### config.mk
export PLATFORM = sky130hd
export DESIGN_NAME = seven_segment_scan_reader
export DESIGN_NICKNAME = d
export VERILOG_FILES = /design/src/rtl/seven_seg_pkg.sv /design/src/rtl/seven_segment_pattern_decoder.sv /design/src/rtl/seven_segment_scan_reader.sv
export SDC_FILE = /design/constraint.sdc
export NUM_CORES = 1
export LEC_CHECK = 0
export CELL_PAD_IN_SITES_DETAIL_PLACEMENT = 1
export CELL_PAD_IN_SITES_GLOBAL_PLACEMENT = 2
export CORE_ASPECT_RATIO = 0.75
export CORE_MARGIN = 1.5
export CORE_UTILIZATION = 40
export CTS_BUF_LIST = sky130_fd_sc_hd__clkbuf_2
export CTS_CLUSTER_SIZE = 14
export DETAILED_ROUTE_END_ITERATION = 12
export GPL_ROUTABILITY_DRIVEN = 0
export MAX_ROUTING_LAYER = met4
export PLACE_DENSITY = 0.85
export SETUP_SLACK_MARGIN = 0.15
export SYNTH_ARGS = -nofsm -noshare
export SYNTH_HDL_FRONTEND = slang
export SYNTH_HIERARCHICAL = 1
export SYNTH_SLANG_ARGS = --single-unit
export TNS_END_PERCENT = 1
### constraint.sdc
create_clock -name clk -period 3 [get_ports clk]
set_input_delay 0.3 -clock clk [delete_from_list [all_inputs] [get_ports clk]]
set_output_delay 0.3 -clock clk [all_outputs]
set_load 0.03 [all_outputs]
### src/rtl/seven_seg_pkg.sv
// -----------------------------------------------------------------------------
// seven_seg_pkg
//   Shared constants and helpers for the seven-segment scan reader.
//   Segment patterns are ordered {a,b,c,d,e,f,g}, bit6 = a ... bit0 = g,
//   active-high.
// -----------------------------------------------------------------------------
package seven_seg_pkg;

    localparam int SEG_W = 7;
    localparam int NIB_W = 4;
    localparam int NUM_DIGITS = 4;

    // Recognised digit patterns
    localparam logic [SEG_W-1:0] SEG_0 = 7'b1111110;
    localparam logic [SEG_W-1:0] SEG_1 = 7'b0110000;
    localparam logic [SEG_W-1:0] SEG_2 = 7'b1101101;
    localparam logic [SEG_W-1:0] SEG_3 = 7'b1111001;
    localparam logic [SEG_W-1:0] SEG_4 = 7'b0110011;
    localparam logic [SEG_W-1:0] SEG_5 = 7'b1011011;
    localparam logic [SEG_W-1:0] SEG_6 = 7'b1011111;
    localparam logic [SEG_W-1:0] SEG_7 = 7'b1110000;
    localparam logic [SEG_W-1:0] SEG_8 = 7'b1111111;
    localparam logic [SEG_W-1:0] SEG_9 = 7'b1111011;

    // A dark digit is legal and reported as a blank nibble
    localparam logic [SEG_W-1:0] SEG_BLANK = 7'b0000000;

    localparam logic [NIB_W-1:0] NIB_BLANK = 4'hF;
    localparam logic [NIB_W-1:0] NIB_ERR   = 4'hE;

    // True when exactly one digit enable is asserted
    function automatic logic is_onehot(input logic [NUM_DIGITS-1:0] en);
        return (en != '0) && ((en & (en - 1'b1)) == '0);
    endfunction

    // Index of the asserted enable; only meaningful when is_onehot(en)
    function automatic logic [1:0] onehot_to_index(input logic [NUM_DIGITS-1:0] en);
        logic [1:0] idx;
        idx = 2'd0;
        for (int i = 0; i < NUM_DIGITS; i++) begin
            if (en[i]) idx = 2'(i);
        end
        return idx;
    endfunction

endpackage : seven_seg_pkg

### src/rtl/seven_segment_pattern_decoder.sv
// -----------------------------------------------------------------------------
// seven_segment_pattern_decoder
//   Purely combinational map from a 7-bit segment pattern to a hex nibble.
//   Exact matches only: digits 0..9 decode to their value, an all-dark
//   pattern decodes to NIB_BLANK, anything else decodes to NIB_ERR with
//   error asserted.
//
// Ports
//   seg_in  in   7  segment lines, bit6 = a ... bit0 = g
//   nibble  out  4  decoded value
//   error   out  1  pattern was not recognised
// -----------------------------------------------------------------------------
module seven_segment_pattern_decoder
    import seven_seg_pkg::*;
(
    input  logic [SEG_W-1:0] seg_in,
    output logic [NIB_W-1:0] nibble,
    output logic             error
);

    // NOTE: every output gets a default before the case so no path can leave
    // it unassigned; otherwise synthesis would infer a latch.
    always_comb begin
        nibble = NIB_ERR;
        error  = 1'b1;
        case (seg_in)
            SEG_0:     begin nibble = 4'h0;      error = 1'b0; end
            SEG_1:     begin nibble = 4'h1;      error = 1'b0; end
            SEG_2:     begin nibble = 4'h2;      error = 1'b0; end
            SEG_3:     begin nibble = 4'h3;      error = 1'b0; end
            SEG_4:     begin nibble = 4'h4;      error = 1'b0; end
            SEG_5:     begin nibble = 4'h5;      error = 1'b0; end
            SEG_6:     begin nibble = 4'h6;      error = 1'b0; end
            SEG_7:     begin nibble = 4'h7;      error = 1'b0; end
            SEG_8:     begin nibble = 4'h8;      error = 1'b0; end
            SEG_9:     begin nibble = 4'h9;      error = 1'b0; end
            SEG_BLANK: begin nibble = NIB_BLANK; error = 1'b0; end
            default:   begin nibble = NIB_ERR;   error = 1'b1; end
        endcase
    end

endmodule : seven_segment_pattern_decoder

### src/rtl/seven_segment_scan_reader.sv
// -----------------------------------------------------------------------------
// seven_segment_scan_reader
//   Reads back a multiplexed 4-digit seven-segment display. Each clock the
//   {dig_en, seg_in} pair is sampled; once the same sample has been seen
//   STABLE_CYCLES times in a row with a single digit enabled, that digit is
//   decoded into a shadow frame. When all four digits have been captured
//   the shadow frame is published on digits/err with a one-cycle valid.
//   stale flags that no digit has been accepted for TIMEOUT_CYCLES cycles.
//
// Parameters
//   STABLE_CYCLES   2..255        identical samples needed to accept a digit
//   TIMEOUT_CYCLES  1..2^24-1     idle cycles before stale asserts
//
// Ports
//   clk     in   1   rising-edge clock
//   rst_n   in   1   asynchronous active-low reset
//   seg_in  in   7   segment lines a..g (bit6 = a), active-high
//   dig_en  in   4   digit enables, one-hot while a digit is driven
//   digits  out  16  last complete frame, digit i at [4i+3:4i]
//   valid   out  1   one-cycle pulse when digits/err update
//   err     out  4   per-digit unrecognised-pattern flags of last frame
//   stale   out  1   no digit accepted for TIMEOUT_CYCLES cycles
// -----------------------------------------------------------------------------
module seven_segment_scan_reader
    import seven_seg_pkg::*;
#(
    parameter int STABLE_CYCLES  = 4,
    parameter int TIMEOUT_CYCLES = 65535
) (
    input  logic                        clk,
    input  logic                        rst_n,
    input  logic [SEG_W-1:0]            seg_in,
    input  logic [NUM_DIGITS-1:0]       dig_en,
    output logic [NUM_DIGITS*NIB_W-1:0] digits,
    output logic                        valid,
    output logic [NUM_DIGITS-1:0]       err,
    output logic                        stale
);

    localparam int SAMPLE_W = NUM_DIGITS + SEG_W;
    localparam int FRAME_W  = NUM_DIGITS * NIB_W;

    localparam logic [7:0]  STABLE_MAX = 8'(STABLE_CYCLES);
    localparam logic [7:0]  STABLE_PRE = 8'(STABLE_CYCLES - 1);
    localparam logic [23:0] IDLE_MAX   = 24'(TIMEOUT_CYCLES);

    // -------------------------------------------------------------------------
    // Sampling and stability tracking
    // -------------------------------------------------------------------------
    logic [SAMPLE_W-1:0] sample_d;
    logic [SAMPLE_W-1:0] sample_q;
    logic [7:0]          stable_cnt_q;
    logic                same_sample;

    assign sample_d    = {dig_en, seg_in};
    assign same_sample = (sample_d == sample_q);

    // stable_cnt_q is the run length of sample_q. A differing sample starts a
    // new run of length one; the count saturates so a long hold is accepted
    // only once.
    // NOTE: state registers use non-blocking assignments so every flop samples
    // the pre-edge values of the others, independent of statement order.
    always_ff @(posedge clk or negedge rst_n) begin
        if (!rst_n) begin
            sample_q     <= '0;
            stable_cnt_q <= '0;
        end else begin
            sample_q <= sample_d;
            if (!same_sample) begin
                stable_cnt_q <= 8'd1;
            end else if (stable_cnt_q != STABLE_MAX) begin
                stable_cnt_q <= stable_cnt_q + 8'd1;
            end
        end
    end

    // The edge that takes the STABLE_CYCLES-th identical sample accepts it,
    // provided exactly one digit is enabled.
    logic accept;
    assign accept = same_sample && (stable_cnt_q == STABLE_PRE) && is_onehot(dig_en);

    // -------------------------------------------------------------------------
    // Decode
    // -------------------------------------------------------------------------
    logic [NIB_W-1:0] dec_nibble;
    logic             dec_error;

    seven_segment_pattern_decoder u_decoder (
        .seg_in (seg_in),
        .nibble (dec_nibble),
        .error  (dec_error)
    );

    // -------------------------------------------------------------------------
    // Shadow frame and publication
    // -------------------------------------------------------------------------
    logic [FRAME_W-1:0]    shadow_nib_q;
    logic [NUM_DIGITS-1:0] shadow_err_q;
    logic [NUM_DIGITS-1:0] seen_q;

    logic [FRAME_W-1:0]    shadow_nib_d;
    logic [NUM_DIGITS-1:0] shadow_err_d;
    logic [NUM_DIGITS-1:0] seen_d;
    logic                  frame_done;
    logic [1:0]            slot;

    assign slot = onehot_to_index(dig_en);

    // Shadow contents with the current digit merged in; used both to update
    // the shadow and to publish a frame on the same edge, so the completing
    // digit appears in the published frame.
    always_comb begin
        shadow_nib_d = shadow_nib_q;
        shadow_err_d = shadow_err_q;
        seen_d       = seen_q;
        if (accept) begin
            shadow_nib_d[slot*NIB_W +: NIB_W] = dec_nibble;
            shadow_err_d[slot]                = dec_error;
            seen_d                            = seen_q | dig_en;
        end
    end

    assign frame_done = accept && (seen_d == '1);

    // NOTE: the shadow is a small register bank, not a RAM, so it takes the
    // async reset like any other flop; that keeps a post-reset frame free of
    // leftovers from before reset.
    always_ff @(posedge clk or negedge rst_n) begin
        if (!rst_n) begin
            shadow_nib_q <= '0;
            shadow_err_q <= '0;
            seen_q       <= '0;
            digits       <= '0;
            err          <= '0;
            valid        <= 1'b0;
        end else begin
            valid <= frame_done;
            if (accept) begin
                shadow_nib_q <= shadow_nib_d;
                shadow_err_q <= shadow_err_d;
            end
            if (frame_done) begin
                digits <= shadow_nib_d;
                err    <= shadow_err_d;
                seen_q <= '0;
            end else begin
                seen_q <= seen_d;
            end
        end
    end

    // -------------------------------------------------------------------------
    // Idle timeout
    // -------------------------------------------------------------------------
    logic [23:0] idle_cnt_q;

    always_ff @(posedge clk or negedge rst_n) begin
        if (!rst_n) begin
            idle_cnt_q <= '0;
        end else if (accept) begin
            idle_cnt_q <= '0;
        end else if (idle_cnt_q != IDLE_MAX) begin
            idle_cnt_q <= idle_cnt_q + 24'd1;
        end
    end

    assign stale = (idle_cnt_q == IDLE_MAX);

endmodule : seven_segment_scan_reader

==> key figures <==
Hold path
  – Hold crit path type: in2async

Final layout
  – Synthesis-to-finish area growth: 14.89%
  – Fraction of layout cells with a size suffix above 1: between 15 and 20%
  – Most common cell after layout, fill and taps aside: dfrtp_1
  – Ant. Diodes: 0
  – Most frequent cells in the layout: dfrtp_1 (87), nor2_1 (34), clkdlybuf4s50_1 (32)
  – Nets: 470

Critical path
  – Max stage delay cell, worst path: or4_1
  – Critical R2R Capture: shadow_nib_q[8]$_DFFE_PN0N_
  – Worst-path cell chain: or4_1 -> or2_1 -> nor3_4 -> buf_2
  – Worst-path maximum fanout: 5
  – Reg2Reg Depth: 6
  – R2R Path Start: stable_cnt_q[0]$_DFFE_PN0P_
  – CP Data Arrival Time: between 2 and 2.5 ns
  – WP data required: between 2 and 3 ns
  – CP Capture Type: output port
  – Crit start category: flop
  – Flop2flop setup slack: 0.47 ns
  – Critical Setup Path Class: reg2out
  – CP max stage delay: 0.60 ns

STA
  – Clock skew: 0.02574 ns
  – Setup TNS: 0 ns
  – Final Max Tran Viols: 0
  – Fin Hold WS: 0.2807 ns
  – Share of the clock period used by the worst path: 89.70%
  – Final hold violation count: 0
  – Final min period: 2.691 ns
  – F_max: 0.3716 GHz
  – RSZ-0062 raised after global routing: no
  – Final count of negative-setup-slack endpoints: 0
  – Relative slew slack: 52.44%
  – Slew of the pin with the lowest slew margin: just over 0.7 ns

Die
  – Starting density of the core: 41.82%
  – Total die area: 0.01161 mm2
  – Row count: 32
  – Die width: 123.9 um
  – Boundary Pins: 35
  – Die Y: 93.69 um
  – Core Box Area: between 0.01 and 0.015 mm2

Synth
  – Synth cell types: 48
  – Cell area after synthesis: 0.004387 mm2
  – Cells after synthesis: 409
  – Post-Synth XOR/XNOR Area: 7.387%
  – Share of the synthesized area in the top cell type: ~50%
  – Sequential cell area fraction in the yosys report: 50.20%
  – Count of state elements after synthesis: 88
  – EDFF count, synth: 0
  – Adder-cell share of the synthesized area: 0.8557%
  – Post-synthesis simple-gate area fraction: 20.25%
  – Mapped Nets: 425
  – Synth Flop Type: dfrtp_1
  – Ys async rst share: 100.0%
  – Post-synthesis mux area share: 9.897%
  – Cell taking the most area after synthesis: dfrtp_1
  – Syn Area/Cell: 10.73 um2
  – Post-synthesis compound-gate area fraction: 8.243%
  – YS warnings: 6
  – Largest family of logic cells by synthesized area: simple AND/OR/NAND/NOR gates
  – Synth top area cells: dfrtp_1 (50%), mux2_2 (6.9%), xor2_1 (5.2%), a21oi_1 (3.0%), nor2_1 (2.9%)

Drt
  – Starting DRT DRC Count: 134
  – Residual DRC count: 0
  – Drt first pass iters: 4
  – ANT nets after route: 0
  – Via Count: 3262
  – WL final: 10.33 mm
  – WL/cell: 17.39 um
  – Number of vias per cell: approximately 5.5

Place
  – Port bufs: 34
  – Detailed placer's ending HPWL: around 7.5 mm

Clock tree
  – H-tree Lvls: 3
  – Num CTS Buffers: 9
  – Clk_lat worst skew: 0.56 ns
  – Root cell of the clock tree: clkbuf_2
  – CTS max path bufs: 2
  – Clk slew on worst S/H paths: about 0.23 ns
  – CTS tree: built
  – Sink Count: 88

Global route
  – GRT overflow: 0
  – Vias in the first global route: 3362
  – Initial antenna violation count: 0
  – First-pass GRT wire length: 17.72 mm
  – Gr usage total: between 20% and 30%
  – Largest net degree at the start of global routing: 57

Run
  – Max-Cap Viols: 0

Power and ir drop
  – PD cells: between 400 and 500 mW/mm2
  – VDD IR max: 0.2371 mV
  – Pleak: 2.269 nW

Run status
  – Run status: complete, no violations
## kinds of logic (layout without fill, tap and decap cells)
kind of cell,count (synthesis),count (layout)
AOI/OAI and AO/OA,61,61
DFF,88,88
xor gates and xnor gates,37,37
adders and majority gates,3,3
muxes,36,36
buffers and inverters,28,77
and+or+nand+nor,156,156
## metal layers
layer,share of wire [%],GRT usage (%)
met1,52,29.87
met2,43,28.91
met3,3.7,5.036
met4,0.75,4.545
met5,0,-
## registers in the layout, indices dropped and copies added, names as in the netlist
name / flops
digits: 16
err: 4
idle_cnt_q: 24
sample_q: 11
seen_q: 4
shadow_err_q: 4
shadow_nib_q: 16
stable_cnt_q: 8
valid: 1
## where the power goes
part,internal [mW],leakage [nW],switching (mW)
Clock,0.190,0.0654,0.390
Sequential,1.22,1.18,0.0402
Combinational,0.0753,1.02,0.107
Total,1.49,2.27,0.537
## Yosys cell counts (2+ instances only)
master,number
and4_1,5
or4_1,3
or3_1,10
mux2_4,8
ha_1,3
nor2_1,34
nor4b_1,3
inv_1,7
a211oi_1,4
nor3_1,8
nand3_1,18
o21a_1,2
xnor2_1,11
nand2_1,22
a21oi_1,26
mux2_2,27
xor2_1,26
and2_1,2
clkbuf_1,6
dfrtp_1,88
o22ai_1,2
or4b_1,2
o21ai_0,16
nor4_1,8
and3_1,11
buf_6,2
a31oi_1,6
buf_2,12
nand2b_1,3
nand4_1,15
nand4b_1,2
## layout make-up
class,count,area [um2]
fillers,1175,5450
flip-flops and latches,88,2203
multi-input cells,293,2046
repair buffers,55,493.0
well taps,136,170.2
clock buffers,11,55.05
clock inverters,4,46.29
inverters,7,26.28
## worst max-delay path: cells and delay by family, from the launching register on
family	cells	cell delay [ns]
flops	1	0.49
simple gates	3	1.13
buf+inv	1	0.22
## worst max path at each step
stage	start	end	slack [ns]
finish	idle_cnt_q[17]$_DFFE_PN0P_	stale	0.31
global route	idle_cnt_q[17]$_DFFE_PN0P_	stale	0.16
CTS	idle_cnt_q[17]$_DFFE_PN0P_	stale	0.25
detailed placement	dig_en[2]	digits[13]$_DFFE_PN0P_	0.15
global placement	seg_in[6]	shadow_nib_q[13]$_DFFE_PN0N_	0.21
floorplan	stable_cnt_q[0]$_DFFE_PN0P_	shadow_err_q[2]$_DFFE_PN0N_	0.83
## per-stage QoR
step           std cells  cell area, um2  util, %  worst slack [ns]  power (mW)
2_1_floorplan        409            4387        -            0.8346       1.367
3_3_place_gp         578            4932    47.02            0.2104       1.453
3_5_place_dp         578            4932    47.02            0.1511       1.463
4_1_cts              594            5040    48.04            0.2453       2.059
5_1_grt              594            5040    48.04            0.1565       2.131
6_report             594            5040    48.04            0.3091       2.024
## repair_timing
action | CTS | global route
buffers inserted | 0 | 0
setup endpoints to repair | 1 | 0
hold endpoints to repair | 54 | 0
hold buffers | 1 | 0
gates resized for setup | 6 | 0
No activity file was read; power rests on OpenSTA's default activity.
